==> config.mk <==
export PLATFORM = sky130hd
export DESIGN_NAME = load_store_unit
export DESIGN_NICKNAME = d
export VERILOG_FILES = /design/src/rtl/load_store_unit.sv
export SDC_FILE = /design/constraint.sdc
export NUM_CORES = 1
export LEC_CHECK = 0
export ABC_AREA = 1
export CORE_MARGIN = 1
export CORE_UTILIZATION = 45
export CTS_CLUSTER_SIZE = 25
export DETAILED_ROUTE_END_ITERATION = 6
export PLACE_DENSITY = 0.82
export SETUP_SLACK_MARGIN = 0.1
export SLEW_MARGIN = 20
export SYNTH_ARGS = -nofsm -noshare
export SYNTH_HDL_FRONTEND = slang
export SYNTH_SLANG_ARGS = --single-unit
==> constraint.sdc <==
create_clock -name clk -period 1.4 [get_ports clk]
set_input_delay 0.14 -clock clk [delete_from_list [all_inputs] [get_ports clk]]
set_output_delay 0.14 -clock clk [all_outputs]
set_load 0.05 [all_outputs]
==> src/rtl/load_store_unit.sv <==
// Load/store unit: turns core byte/half/word requests into word accesses on a
// word-organised data memory, with read-modify-write for sub-word stores.
package load_store_unit_pkg;
  localparam int unsigned DATA_32_W = 32;

  typedef enum logic [1:0] {
    SIZE_BYTE = 2'b00,
    SIZE_HALF = 2'b01,
    SIZE_WORD = 2'b10,
    SIZE_BAD  = 2'b11
  } size_e;
endpackage

module load_store_unit
  import load_store_unit_pkg::*;
#(
  parameter int unsigned DATA_MEM_DEPTH = 16,
  parameter int unsigned ADDR_W         = $clog2(DATA_MEM_DEPTH) + 2
) (
  input  logic                 clk,
  input  logic                 rst,
  input  logic                 req_valid,
  output logic                 req_ready,
  input  logic                 req_write,
  input  logic [1:0]           req_size,
  input  logic                 req_signed,
  input  logic [ADDR_W-1:0]    req_addr,
  input  logic [DATA_32_W-1:0] req_wdata,
  output logic                 resp_valid,
  output logic [DATA_32_W-1:0] resp_rdata,
  output logic                 resp_err,
  output logic [ADDR_W-1:0]    mem_addr,
  output logic                 mem_we,
  output logic [DATA_32_W-1:0] mem_wdata,
  input  logic [DATA_32_W-1:0] mem_rdata
);

  localparam int unsigned ADDR_LIMIT = DATA_MEM_DEPTH * 4;

  typedef enum logic [2:0] {
    S_IDLE, S_LOAD, S_ST_WORD, S_ST_RD, S_ST_WR, S_DONE
  } state_e;

  state_e                r_state;
  size_e                 r_size;
  logic [1:0]            r_lane;
  logic                  r_signed;
  logic [DATA_32_W-1:0]  r_wdata;
  logic [DATA_32_W-1:0]  r_merge;
  logic                  r_req_ready;
  logic                  r_resp_valid;
  logic [DATA_32_W-1:0]  r_resp_rdata;
  logic                  r_resp_err;
  logic [ADDR_W-1:0]     r_mem_addr;
  logic                  r_mem_we;

  logic                  w_accept;
  logic                  w_out_of_range;
  logic                  w_err;
  logic [7:0]            w_byte;
  logic [15:0]           w_half;
  logic [DATA_32_W-1:0]  w_load;
  logic [DATA_32_W-1:0]  w_wr_word;

  assign w_accept       = req_valid & r_req_ready;
  assign w_out_of_range = (32'(req_addr) >= ADDR_LIMIT);
  assign w_err = (req_size == SIZE_BAD)
               | ((req_size == SIZE_HALF) & req_addr[0])
               | ((req_size == SIZE_WORD) & (req_addr[1:0] != 2'b00))
               | w_out_of_range;

  // Little-endian lane select and sign/zero extension of the loaded word
  always_comb begin
    w_byte = mem_rdata[7:0];
    case (r_lane)
      2'd1:    w_byte = mem_rdata[15:8];
      2'd2:    w_byte = mem_rdata[23:16];
      2'd3:    w_byte = mem_rdata[31:24];
      default: w_byte = mem_rdata[7:0];
    endcase
    w_half = r_lane[1] ? mem_rdata[31:16] : mem_rdata[15:0];
    case (r_size)
      SIZE_BYTE: w_load = {{24{r_signed & w_byte[7]}}, w_byte};
      SIZE_HALF: w_load = {{16{r_signed & w_half[15]}}, w_half};
      default:   w_load = mem_rdata;
    endcase
  end

  // Write word: full store data, or the merge word with one lane replaced
  always_comb begin
    w_wr_word = r_merge;
    case (r_size)
      SIZE_BYTE: begin
        case (r_lane)
          2'd1:    w_wr_word[15:8]  = r_wdata[7:0];
          2'd2:    w_wr_word[23:16] = r_wdata[7:0];
          2'd3:    w_wr_word[31:24] = r_wdata[7:0];
          default: w_wr_word[7:0]   = r_wdata[7:0];
        endcase
      end
      SIZE_HALF: begin
        if (r_lane[1]) w_wr_word[31:16] = r_wdata[15:0];
        else           w_wr_word[15:0]  = r_wdata[15:0];
      end
      default: w_wr_word = r_wdata;
    endcase
  end

  assign req_ready  = r_req_ready;
  assign resp_valid = r_resp_valid;
  assign resp_rdata = r_resp_rdata;
  assign resp_err   = r_resp_err;
  assign mem_addr   = r_mem_addr;
  assign mem_we     = r_mem_we;
  assign mem_wdata  = r_mem_we ? w_wr_word : '0;

  always_ff @(posedge clk or negedge rst) begin
    if (!rst) begin
      r_state      <= S_IDLE;
      r_size       <= SIZE_BYTE;
      r_lane       <= 2'b00;
      r_signed     <= 1'b0;
      r_wdata      <= '0;
      r_merge      <= '0;
      r_req_ready  <= 1'b0;
      r_resp_valid <= 1'b0;
      r_resp_rdata <= '0;
      r_resp_err   <= 1'b0;
      r_mem_addr   <= '0;
      r_mem_we     <= 1'b0;
    end else begin
      r_resp_valid <= 1'b0;
      r_mem_we     <= 1'b0;
      case (r_state)
        S_IDLE: begin
          r_req_ready <= 1'b1;
          if (w_accept) begin
            r_req_ready <= 1'b0;
            r_size      <= size_e'(req_size);
            r_lane      <= req_addr[1:0];
            r_signed    <= req_signed;
            r_wdata     <= req_wdata;
            if (w_err) begin
              r_state      <= S_DONE;
              r_resp_valid <= 1'b1;
              r_resp_rdata <= '0;
              r_resp_err   <= 1'b1;
            end else begin
              r_mem_addr <= {req_addr[ADDR_W-1:2], 2'b00};
              if (!req_write) begin
                r_state <= S_LOAD;
              end else if (size_e'(req_size) == SIZE_WORD) begin
                r_state  <= S_ST_WORD;
                r_mem_we <= 1'b1;
              end else begin
                r_state <= S_ST_RD;
              end
            end
          end
        end
        S_LOAD: begin
          r_state      <= S_DONE;
          r_resp_valid <= 1'b1;
          r_resp_rdata <= w_load;
          r_resp_err   <= 1'b0;
        end
        S_ST_RD: begin
          r_state  <= S_ST_WR;
          r_merge  <= mem_rdata;
          r_mem_we <= 1'b1;
        end
        S_ST_WORD, S_ST_WR: begin
          r_state      <= S_DONE;
          r_resp_valid <= 1'b1;
          r_resp_rdata <= '0;
          r_resp_err   <= 1'b0;
        end
        S_DONE: begin
          r_state     <= S_IDLE;
          r_req_ready <= 1'b1;
        end
        default: r_state <= S_IDLE;
      endcase
    end
  end

endmodule

==> results of run 1 <==
-- per-layer routing --
metal  global-route usage (%)  GRT overflow
met1                    89.23             8
met4                    112.6           265
met2                    123.3           701
met3                    73.35            11
met5                    9.559             1
-- repair_timing --
action | 4_1_cts
hold buffers | 1
gates cloned | 22
buffers inserted | 35
setup endpoints to repair | 129
hold endpoints to repair | 97
gates resized for setup | 270
pin swaps | 63
-- metrics by stage --
stage | cells | instance area [µm²] | worst slack [ns] | setup TNS, ns | utilization [%]
detailed placement | 1173 | 9439 | -0.2900 | -11.22 | 73.60
global placement | 1173 | 9439 | -0.1856 | -7.019 | 73.60
floorplan | 798 | 6651 | -0.1436 | -2.873 | -
CTS | 1246 | 11370 | -0.5690 | -26.78 | 88.63
-- logic make-up after synthesis --
kind of cell / share of synthesized area (%)
buf+inv: 8.373
compound gates: 16.48
other cells: 0.06243
flops: 46.66
simple gates: 27.49
mux: 0.9372
==> impl_metrics.yaml, run 1 <==
yosys:
  synth.yosys.warnings: 0
  ys_top_cells_by_count: "sky130_fd_sc_hd__nand2_1, sky130_fd_sc_hd__dfrtp_1, sky130_fd_sc_hd__o21ai_0"
  post-synth-top-area-fraction_pct: 46.66
  netlist_instances: 797
  yosys.cell_types.count: 32
  netlist.top_cell.by_area: "sky130_fd_sc_hd__dfrtp_1"
  synth.yosys.seq_area_share_pct: 46.66
  number_of_flops_mapped_to_enable_cells_by_yosys: 0
  netlist_area_um2: 6007
  synth.avg_cell_area_um2: 7.537
  synthTopCellsByArea: "sky130_fd_sc_hd__dfrtp_1, sky130_fd_sc_hd__nand2_1, sky130_fd_sc_hd__o21ai_0, sky130_fd_sc_hd__nand3_1, sky130_fd_sc_hd__a21oi_1"
  yosys.cell_count.top_type: "sky130_fd_sc_hd__nand2_1"
  ys.flop_type: "sky130_fd_sc_hd__dfrtp_1"
  share_of_synthesized_registers_carrying_an_async_set_or_reset_pct: 100.0
  ys_ff_latch: 112
global_routing:
  grt_overflow: 986
  grt_start_max_net_pins: 39
  track_usage_pct: 96.31
cts:
  cts.path.max_buffers: 2
  tritoncts.num_buffers: 9
  clock-root-buffer: "sky130_fd_sc_hd__clkbuf_16"
  cts.sink_count: 112
  htree_num_levels: 3
placement:
  dp.final_hpwl_um: 16730
  port_buffers: 148
  gp_congestion: 0.9332
floorplanning:
  io_pins: 151
  num_rows: 41
  initial_util_pct: 46.84
  die_h_um: 117.5
  die-width_um: 117.5
sta:
  worst-endpoint-pin-kind: "output port"
  grt_worst_setup_endpoint: "mem_wdata[8]"
outcome:
  outcome.stop_stage: "global routing"
  status: "did not finish"
  stop_error: "[ERROR GRT-0232] Routing congestion too high. Check the congestion heatmap in the GUI."
==> run 2: changes to the inputs <==
- CORE_UTILIZATION: 45 -> 40
- CTS_CLUSTER_SIZE: 25 -> not set
- PLACE_DENSITY: 0.82 -> not set
- PLACE_DENSITY_LB_ADDON: not set -> 0.15
- SETUP_SLACK_MARGIN: 0.1 -> not set
- clock period: 1.4 -> 1.8 ns (I/O delays scaled with it)
==> run 2 against run 1 <==
  * The flow now finishes, with violations (setup timing)
  * Synthesized cell count stayed put
  * Synthesized area did not move
==> impl_metrics.yaml, run 2 <==
routing:
  first_iter_violations: 610
  routed-via-count: 6169
  avgRoutedWirePerCell_um: 17.76
  antenna_left: 0
  drcViolationCount: 0
  avgViaCountPerCell: 5.341
  drt_first_pass_iters: 5
  totalWireLength_um: 20520
pwr:
  static-leakage-power_nw: 4.342
  swShare_pct: 47.57
  cell_internal_pwr_mw: 8.000
  power_per_cell_area_nw_per_um2: 1671
  vdd_drop_max_mv: 1.149
  power.total_mw: 15.26
  power_frac_comb_pct: 56.8
  p_seq_share_pct: 29.2
  total_switching_power_mw: 7.259
  clock_power_share_pct: 14.0
cts:
  tritoncts.num_buffers: 9
  cts.path.max_buffers: 2
  skew_pair_late_insertion_delay_ns: 0.36
  htree_num_levels: 3
  clkTransAtPathRegs_ns: 0.07
  cts.sink_count: 112
  clock-root-buffer: "sky130_fd_sc_hd__clkbuf_16"
  tritoncts: "done"
sta:
  grt_setup_unrepaired: "true"
  setup_violation_total_in_the_final_timing_report: 56
  post-route-worst-setup-slack_ns: -0.2480
  min_period_ns: 2.048
  timing.fmax_mhz: 488.3
  slew_headroom_pct: 56.30
  worst_hold_slack_ns: 0.2982
  period_share_pct: 113.8
  final_max_slew_viol_count: 0
  totalNegativeSetupSlack_ns: -7.581
  worst-slew-pin-transition_ns: 0.6548
  finalHoldViolations: 0
  fin_worst_skew_ns: 0.005629
yosys:
  ys_top_cells_by_count: "sky130_fd_sc_hd__nand2_1, sky130_fd_sc_hd__dfrtp_1, sky130_fd_sc_hd__o21ai_0"
  yosys.area_share.adder_pct: 0
  yosys.cell_count.top_type: "sky130_fd_sc_hd__nand2_1"
  synth_simple_gate_area_share_pct: 27.49
  netlist_area_um2: 6007
  synth.yosys.warnings: 0
  post-synth-top-area-fraction_pct: 46.66
  synth.yosys.seq_area_share_pct: 46.66
  netlist.top_cell.by_area: "sky130_fd_sc_hd__dfrtp_1"
  netlist_instances: 797
  dominant_combinational_cell_family_by_area_after_synthesis: "simple AND/OR/NAND/NOR gates"
  synth-xor-area-share_pct: 0
  ys.flop_type: "sky130_fd_sc_hd__dfrtp_1"
  area_fraction_in_compound_gates_after_synthesis_pct: 16.48
  ys_ff_latch: 112
  yosys-mux-area-fraction_pct: 0.9373
  share_of_synthesized_registers_carrying_an_async_set_or_reset_pct: 100.0
  number_of_flops_mapped_to_enable_cells_by_yosys: 0
  synthTopCellsByArea: "sky130_fd_sc_hd__dfrtp_1, sky130_fd_sc_hd__nand2_1, sky130_fd_sc_hd__o21ai_0, sky130_fd_sc_hd__nand3_1, sky130_fd_sc_hd__a21oi_1"
  synth.avg_cell_area_um2: 7.537
  yosys.cell_types.count: 32
setup_path:
  crit_required_ns: 1.62
  r2r_cell_count: 9
  rr_startpoint: "r_size[1]"
  element_type_at_the_critical_path_end: "output port"
  crit_path_max_fanout: 7
  r2r_slack_ns: -0.11
  worstPathArrival_ns: 1.87
  critical_register_to_register_path_endpoint: "resp_rdata[18]"
  worstSetupStartpointType: "register"
  worst_path_class_setup: "reg -> out"
outcome:
  violated_checks: "setup timing"
  status: "complete, but fails checks"
final_layout:
  final_util_pct: 62.58
  layout.nets: 1043
  num_antenna_cells: 0
  num-fill-cells: 1275
  mostFrequentLayoutCell: "sky130_fd_sc_hd__nand2_1"
  layout_cells_sized_above_1_pct: 23.58
  mostFrequentLayoutCells: "sky130_fd_sc_hd__nand2_1, sky130_fd_sc_hd__clkdlybuf4s50_1, sky130_fd_sc_hd__dfrtp_1, sky130_fd_sc_hd__nand3_1, sky130_fd_sc_hd__o21ai_0"
  areaGrowthSynthToFinish_pct: 51.99
hold_path:
  min_path_type: "in -> async"
floorplanning:
  num_rows: 44
  initial_util_pct: 41.17
  die-width_um: 124.5
  die_area_um2: 15510
  core_area_um2: 14590
  die_h_um: 124.5
  io_pins: 151
global_routing:
  grt_overflow: 0
  grt_pass1_vias: 5971
  grt_start_max_net_pins: 48
  global_route_wire_length_before_repair_um: 31650
  antenna_violations_before_repair: 0
  track_usage_pct: 26.19
placement:
  gp_congestion: 0.9093
  dp.final_hpwl_um: 14790
  port_buffers: 148
flow_run:
  max-cap-violations: 0
-- run 2: cell counts after synthesis --
Identical to the previous run, type by type.
-- run 2: worst max-delay path, stage by stage, from the launching register on --
cell and delay (ns):
sky130_fd_sc_hd__dfrtp_2 0.49, sky130_fd_sc_hd__nor2_4 0.24, sky130_fd_sc_hd__buf_4 0.16, sky130_fd_sc_hd__clkbuf_16 0.14, sky130_fd_sc_hd__nand2_1 0.06, sky130_fd_sc_hd__a31oi_2 0.23
sky130_fd_sc_hd__buf_12 0.18
-- run 2: kinds of logic after synthesis --
| kind of cell | Yosys count |
|---|---|
| buf+inv | 117 |
| flops | 112 |
| simple gates | 378 |
| mux | 5 |
| other cells | 1 |
| compound gates | 184 |
-- run 2: what timing repair did --
item / CTS / global route
endpoints found under the setup margin: 32 / 49
gates resized for setup: 80 / 56
endpoints found under the hold margin: 30 / 0
setup buffers: 5 / 7
pin swaps: 11 / 16
hold buffers: 1 / 0
cloned: 0 / 5
-- run 2: layout make-up --
type | count | area, µm² | area share (%)
Clock inverter | 5 | 62.56 | 0.6852
Multi-Input combinational cell | 571 | 3089 | 33.84
Timing Repair Buffer | 204 | 2420 | 26.50
Tap cell | 184 | 230.2 | 2.522
Inverter | 68 | 267.8 | 2.933
Sequential cell | 112 | 2808 | 30.75
Clock buffer | 11 | 252.7 | 2.768
-- run 2: per-stage QoR --
stage / setup slack (ns) / instances / instance area, µm²
3_3_place_gp: 0.06193 / 1122 / 8227
6_report: -0.2480 / 1155 / 9130
3_5_place_dp: 0.01178 / 1122 / 8227
5_1_grt: -0.3444 / 1155 / 9130
2_1_floorplan: -0.2803 / 798 / 6075
4_1_cts: -0.1911 / 1143 / 8795
-- run 2: worst max-delay path by stage --
stage	startpoint	end	slack (ns)	depth (start not counted)
2_1_floorplan	r_lane[1]	mem_wdata[18]	-0.28	6
3_3_place_gp	r_lane[1]	resp_rdata[18]	0.06	7
3_5_place_dp	r_size[1]	mem_wdata[15]	0.01	8
4_1_cts	r_size[1]	mem_wdata[18]	-0.19	7
5_1_grt	r_lane[1]	mem_wdata[10]	-0.34	7
6_report	r_size[1]	mem_wdata[10]	-0.25	6
-- run 2: routing by layer --
metal / track usage (%) / wire [µm] / up-vias
met3: 6.572 / 1571 / 35
li1: - / - / 2969
met4: 9.709 / 570 / 0
met5: 0 / 0 / -
met2: 40.69 / 9483 / 266
met1: 35.19 / 8893 / 2899
-- run 2: power groups by stage --
stage | registers (mW) | clock network [mW] | logic (mW)
floorplan | 5.02 | 0 | 3.97
global placement | 4.36 | 0 | 7.31
detailed placement | 4.36 | 0 | 7.37
CTS | 4.39 | 2.17 | 7.80
global route | 4.58 | 2.28 | 9.37
finish | 4.45 | 2.14 | 8.67
(Power assumes the default switching activity.)
